`src/rtl/pa_in_fifo.sv`:
```
// pa_in_fifo: parallel-input capture FIFO.
// Samples a WIDTH-bit pin bus (after a 2-flop synchronizer) on sample_tick and
// queues each sample in a DEPTH-entry show-ahead FIFO drained by rd_req.
// Optional build macro: PA_IN_CHANGE_ONLY_EN -- when defined, a tick only
// queues a sample that differs from the last accepted one (the first sample
// after reset is always queued).
//
// Handshake semantics: rd_data always shows the head entry (0 when empty).
// A pop happens on a rising edge where rd_req=1 and empty=0; rd_req while
// empty is ignored. A tick write is taken when not full, or when full and a
// pop happens on the same edge; otherwise the sample is dropped and the sticky
// overflow flag is set.
module pa_in_fifo #(
  parameter int WIDTH = 8,
  parameter int DEPTH = 4
) (
  input  logic                       clock,
  input  logic                       reset,
  input  logic [WIDTH-1:0]           pins_in,
  input  logic                       sample_tick,
  input  logic                       rd_req,
  input  logic                       ovf_clr,
  output logic [WIDTH-1:0]           rd_data,
  output logic                       empty,
  output logic                       full,
  output logic [$clog2(DEPTH):0]     level,
  output logic                       drq,
  output logic                       overflow
);

  localparam int AW = $clog2(DEPTH);
  localparam int LW = AW + 1;
  localparam logic [LW-1:0] DEPTH_L = LW'(DEPTH);
  localparam logic [LW-1:0] HALF_L  = LW'(DEPTH / 2);

  logic [WIDTH-1:0] sync1;
  logic [WIDTH-1:0] sync2;
  logic [WIDTH-1:0] mem [DEPTH];
  logic [AW-1:0]    wp;
  logic [AW-1:0]    rp;
  logic [LW-1:0]    count;

  logic wr_req;
  logic wr_acc;
  logic rd_acc;
  logic drop;

  // Two-stage synchronizer for the asynchronous pin bus.
  always_ff @(posedge clock or posedge reset) begin
    if (reset) begin
      sync1 <= '0;
      sync2 <= '0;
    end else begin
      sync1 <= pins_in;
      sync2 <= sync1;
    end
  end

`ifdef PA_IN_CHANGE_ONLY_EN
  logic [WIDTH-1:0] last_sample;
  logic             seen;

  // Remember the last accepted sample; a dropped sample leaves this alone so
  // the next tick retries it.
  always_ff @(posedge clock or posedge reset) begin
    if (reset) begin
      last_sample <= '0;
      seen        <= 1'b0;
    end else if (wr_acc) begin
      last_sample <= sync2;
      seen        <= 1'b1;
    end
  end

  // Only request a write when the synchronized value changed.
  always_comb begin
    wr_req = sample_tick && (!seen || (sync2 != last_sample));
  end
`else
  // Every tick requests a write.
  always_comb begin
    wr_req = sample_tick;
  end
`endif

  // Status flags and accept/drop decisions, all from the registered count.
  always_comb begin
    empty    = (count == '0);
    full     = (count == DEPTH_L);
    level    = count;
    drq      = (count >= HALF_L);
    rd_acc   = rd_req && !empty;
    wr_acc   = wr_req && (!full || rd_req);
    drop     = wr_req && full && !rd_req;
    rd_data  = empty ? '0 : mem[rp];
  end

  // Storage array; contents are intentionally not reset.
  always_ff @(posedge clock) begin
    if (wr_acc) begin
      mem[wp] <= sync2;
    end
  end

  // Pointers and occupancy count.
  always_ff @(posedge clock or posedge reset) begin
    if (reset) begin
      wp    <= '0;
      rp    <= '0;
      count <= '0;
    end else begin
      if (wr_acc) begin
        wp <= wp + 1'b1;
      end
      if (rd_acc) begin
        rp <= rp + 1'b1;
      end
      case ({wr_acc, rd_acc})
        2'b10:   count <= count + 1'b1;
        2'b01:   count <= count - 1'b1;
        default: count <= count;
      endcase
    end
  end

  // Sticky overflow: a drop on the same edge as a clear leaves it set.
  always_ff @(posedge clock or posedge reset) begin
    if (reset) begin
      overflow <= 1'b0;
    end else if (drop) begin
      overflow <= 1'b1;
    end else if (ovf_clr) begin
      overflow <= 1'b0;
    end
  end

endmodule

```
`config.mk`:
```
export PLATFORM = sky130hd
export DESIGN_NAME = pa_in_fifo
export DESIGN_NICKNAME = d
export VERILOG_FILES = /design/src/rtl/pa_in_fifo.sv
export SDC_FILE = /design/constraint.sdc
export NUM_CORES = 1
export LEC_CHECK = 0
export ABC_CLOCK_PERIOD_IN_PS = 2230
export BUFFER_PORTS_ARGS = -buffer_cell sky130_fd_sc_hd__clkbuf_2
export CORE_MARGIN = 3
export CORE_UTILIZATION = 30
export CTS_BUF_LIST = sky130_fd_sc_hd__clkbuf_8
export DETAILED_ROUTE_END_ITERATION = 7
export SYNTH_ARGS = -nofsm -noshare
export SYNTH_HDL_FRONTEND = slang
export SYNTH_SLANG_ARGS = --single-unit
```
`constraint.sdc`:
```
create_clock -name clock -period 2.23 [get_ports clock]
set_clock_uncertainty 0.2 [all_clocks]
set_input_delay 0.223 -clock clock [delete_from_list [all_inputs] [get_ports clock]]
set_output_delay 0.223 -clock clock [all_outputs]
set_load 0.1 [all_outputs]
```
# Yosys cells after proc, flatten, opt, wreduce, memory -nomap -nowiden
# Memory sizes are Yosys's and may differ from the RTL's.
# Index checks and enable logic that the tools add are counted.
[word_totals] ff_bits=24 ramBits=32 in_bits=13 out_inout_bits=15 word_cells=32 mem_count=1
[mem_list] name="mem" words=4 word_bits=8 rd=1 rd_ports_with_merged_regs=0 wr=1 line_no="38" rtl="logic [WIDTH-1:0] mem [DEPTH];"
[op_classes] addsub=4 order_cmp=1 eq_ne=3 n_mux=6 reduce_logical=11
[op_table] operator="two-way mux 8 bit" count=1
[op_table] operator="one-hot mux 3 bit (2 select lines)" count=1
[op_table] operator="adder 2 x 1 -> 2 bit (second input constant)" count=2
[op_table] operator="logical AND 1 bit" count=4
[op_table] operator="two-way mux 1 bit" count=4
[op_table] operator="nonzero test 2 bit" count=2
[op_table] operator="adder 3 x 1 -> 3 bit (second input constant)" count=1
[op_table] operator="== test 3 bit (second input constant)" count=1
[op_table] operator=">= comparator 3 x 2 -> 1 bit (second input constant)" count=1
[op_table] operator="zero test 1 bit" count=3
[op_table] operator="zero test 3 bit" count=1
[op_table] operator="subtractor 3 x 1 -> 3 bit (second input constant)" count=1
[op_table] operator="== test 2 x 1 -> 1 bit (second input constant)" count=1
[op_table] operator="== test 2 bit (second input constant)" count=1
[op_table] operator="logical OR 1 bit" count=1

# Longest topological paths before layout
[depth] ltp_word=6 ltp_mapped=9 ltp_nobuf=9

# Worst setup path after synthesis
# OpenSTA, ideal clock, no wires.
[synth_path] kind="reg-to-output" from="register count[0] (netlist: level[0])" to="output rd_data[0]" arrival_time_ns=3.327 required_ns=1.807 setup_slack_ns=-1.520 stages_incl_launch_ff=4 path_buffers=1 path_cell_list="dfrtp_1 -> nor3_1 -> clkbuf_1 -> nor2b_1"
[synth_between] elab_chain_len=2
[synth_lines] element="start, declared" line_no="41" rtl="logic [LW-1:0] count;"
[synth_lines] element="start signal, assigned" line_no="119" rtl="2'b10: count <= count + 1'b1;"
[synth_lines] element="start signal, assigned" line_no="120" rtl="2'b01: count <= count - 1'b1;"
[synth_lines] element="start signal, assigned" line_no="121" rtl="default: count <= count;"
[synth_lines] element="zero test 3 bit" line_no="88" rtl="empty = (count == '0);"
[synth_lines] element="net empty" line_no="24" rtl="output logic empty,"
[synth_lines] element="two-way mux 8 bit" line_no="95" rtl="rd_data = empty ? '0 : mem[rp];"
[synth_lines] element="end, declared" line_no="23" rtl="output logic [WIDTH-1:0] rd_data,"
# The timed path passes the listed nets, and every way through them passes these cells.

# Final worst setup path
[layout_path] from="register count[0] (netlist: level[0])" to="register count[2] (netlist: level[2])"
[layout_between] elab_chain_len=6 word_cells_on_any_way=13 classes_between="add/sub: 2; eq/ne: 3; mux: 1; reduce/logical: 7"
[layout_lines] element="== test 3 bit" line_no="89" rtl="full = (count == DEPTH_L);"
[layout_lines] element="zero test 1 bit" line_no="93" rtl="wr_acc = wr_req && (!full || rd_req);"
[layout_lines] element="logical OR 1 bit" line_no="93"
[layout_lines] element="logical AND 1 bit" line_no="93"
[layout_lines] element="== test 2 x 1 -> 1 bit or == test 2 bit (tied branches)" line_no="118" rtl="case ({wr_acc, rd_acc})"
[layout_lines] element="one-hot mux 3 bit (2 select lines) or nonzero test 2 bit (tied branches)"
# Several ways; a longest one is shown, not always the timed one.
# A chain may end at the register's enable or synchronous reset.

==> reports/results.tsv <==
stage	metric	value	unit
floorplanning	Die H	89.6	um
logic_synthesis	sequential area share after synthesis	74.5	%
worst_setup_path	worst path bufs/invs	2	
outcome	status	complete, but fails checks	
place	routability cong.	0.766	
global_routing	GRT Util Overall	9.24	%
timing	final setup fails	1	
routing	vias per cell	4.00	
clocking	clock buffer depth	2	
worst_setup_path	Max Fanout on Critical Path	2	
timing	Worst Tran Pin Value	0.547	ns
worst_setup_path	crit path launch type	register	
floorplanning	Die W	89.6	um
worst_setup_path	crit-path cells	or3b_4, o21a_4, inv_4, ha_4, inv_2, fa_2, xor2_1, nor2_1, xor2_1	
logic_synthesis	Synth cell types	21	
global_routing	largest net degree at the start of global routing	18	
logic_synthesis	synthesized area	2100	um2
global_routing	grt total ovfl	0	
worst_setup_path	Worst path top cell family by delay	simple AND/OR/NAND/NOR gates	
logic_synthesis	Synthesis Warnings	0	
routing	Post-Route WL	3230	um
clocking	clk_lat worst skew	0.29	ns
floorplanning	initial core utilization	31.9	%
cells_and_area	commonest non-fill, non-tap cells in the layout	edfxtp_1, dfrtp_1, clkbuf_2, dlygate4sd3_1, buf_4	
cells_and_area	final core occ	43.4	%
min_path	Hold WC Path Type	in2reg	
floorplanning	# rows	29	
logic_synthesis	Area contributors post-synth	edfxtp_1, dfrtp_1, mux4_2, ha_1, nor2b_1	
cells_and_area	P&R area growth vs syn	36.0	%
worst_setup_path	CP max stage delay	0.48	ns
routing	DRT iter0 DRCs	38	
timing	post-layout min period	2.31	ns
timing	Final Hold Vio Count	0	
timing	final cycle utilization of the critical path	104	%
timing	RSZ-0062 raised after global routing	true	
worst_setup_path	Crit-path slowest cell	dfrtp_4	
floorplanning	core box area	6570	um2
job	# Max-Cap Violations	0	
logic_synthesis	syn avg cell area	18.7	um2
logic_synthesis	area leader, netlist	edfxtp_1	
clocking	CTS tree	built	
cells_and_area	n_diodes	0	
logic_synthesis	Gate Count Post-Synth	112	
routing	Vias	1033	
place	port buffer count	27	
logic_synthesis	Yosys reg bits	56	
global_routing	first-pass GRT wire length	5430	um
global_routing	number of global-route vias before repair	1131	
outcome	failing checks	negative setup slack	
clocking	postcts setup bufs	0	
floorplanning	die area	8020	um2
clocking	CTS Sinks	56	
place	Final HPWL DP	2330	um
routing	total iterations of the first detailed-routing run	4	
timing	Rel. slew slack	63.7	%
routing	# DRC	0	
clocking	Root Driver	clkbuf_8	
routing	routed length per instance	12.5	um
clocking	H-Tree Depth	2	
worst_setup_path	Arr. time, crit path	2.33	ns
timing	final worst slack	-0.0820	ns
cells_and_area	Net count, final	183	
worst_setup_path	Setup crit end kind	register	
clocking	total CTS buffers	5	
cells_and_area	fraction of layout cells with a size suffix above 1	46.1	%
timing	Max Slew Vio Count	0	
timing	Max Clock Freq	0.433	GHz
worst_setup_path	critical path type	reg2reg	
worst_setup_path	CP Data Required Time	2.25	ns
logic_synthesis	syn_nets	131	
clocking	CTS clk-pin slew, worst paths	0.09	ns
cells_and_area	commonest non-fill, non-tap cell in the layout	edfxtp_1	
global_routing	initial antenna violation count	0	
routing	Final ANT Viol Nets	0	
logic_synthesis	top-area cell type share of the netlist area	45.9	%
floorplanning	Ports	28	
worst_setup_path	cell repeated most along the worst path	xor2_1	
[layer usage]
metal / GRT usage, % / vias up / wire, um
met5: 0 / - / 0
met4: 3.65 / 0 / 45
met3: 2.74 / 4 / 125
met2: 15.0 / 20 / 1680
met1: 11.6 / 511 / 1380
li1: - / 498 / -
[stage by stage]
| stage | setup TNS [ns] | setup WS [ns] | hold WS (ns) | area, um2 | cells |
|---|---|---|---|---|---|
| 4_1_cts | -0.0976 | -0.0976 | 0.122 | 2840 | 258 |
| 3_5_place_dp | -0.134 | -0.134 | 0.0629 | 2640 | 239 |
| 5_1_grt | -0.179 | -0.156 | 0.129 | 2850 | 258 |
| 2_1_floorplan | -0.513 | -0.321 | 0.0377 | 2190 | 112 |
| 3_3_place_gp | -0.0808 | -0.0808 | 0.0431 | 2640 | 239 |
| 6_report | -0.0820 | -0.0820 | 0.126 | 2850 | 258 |
[logic make-up after synthesis]
| logic type | synth area share (%) |
|---|---|
| compound gates | 1.13 |
| flops | 74.5 |
| simple gates | 5.73 |
| xor+xnor | 2.51 |
| buf+inv | 2.39 |
| mux | 9.79 |
| fa+ha+maj | 3.94 |
[path summary, 6_finish.rpt]
path / startpoint / end / slack, ns / depth (start not counted)
worst min-delay path: rd_req / rp[1]$_DFFE_PP0P_ / 0.13 / 4
worst max-delay path: level[0]$_DFFE_PP0P_ / level[2]$_DFFE_PP0P_ / -0.08 / 9
worst min register to register: sync1[1]$_DFF_PP0_ / sync2[1]$_DFF_PP0_ / 0.15 / 0
worst max register to register: level[0]$_DFFE_PP0P_ / level[2]$_DFFE_PP0P_ / -0.08 / 9
max in group asynchronous: reset / sync2[7]$_DFF_PP0_ / 0.99 / 4
min in group asynchronous: reset / wp[0]$_DFFE_PP0P_ / 0.28 / 3
[synthesized netlist by cell type]
master,instances
xnor2_1,2
mux4_2,8
or2_2,1
dfrtp_1,24
o32ai_1,1
clkbuf_1,2
ha_1,5
xor2_1,4
edfxtp_1,32
and2_2,4
buf_2,1
fa_1,1
mux2i_1,1
nor3_1,1
mux2_4,1
inv_1,10
nand2_1,1
nor2b_1,9
or3b_4,1
nor2_1,2
o21a_4,1
[final cells by class]
type	instances	area, um2
clock buffer	6	82.6
clock inverter	2	12.5
timing repair buffer	48	462
sequential	56	1570
fill	579	3720
multi-input combinational	43	564
tap	93	116
inverter	10	40.0
[worst reg2reg max path, delay by kind of cell (launching register included)]
| kind | cells | cell delay (ns) |
|---|---|---|
| AOI/OAI and AO/OA | 1 | 0.21 |
| xor gates and xnor gates | 2 | 0.29 |
| adders and majority gates | 2 | 0.45 |
| buffers and inverters | 2 | 0.08 |
| DFF | 1 | 0.48 |
| and+or+nand+nor | 2 | 0.52 |
[flip-flops by register name, summed over array words and instances, names as in the netlist]
signal and count:
mem 32, sync1 8, level 3, wp 2, sync2 8, rp 2, overflow 1
[repair_timing]
item,CTS,global route
endpoints found under the hold margin,21,0
pin swaps,5,0
resized for setup,0,2
setup endpoints to repair,2,10
hold buffers,11,0
Power is left out: the tool's default activity adds up to more than one toggle a clock period on the data nets, which glitch-free logic cannot reach.
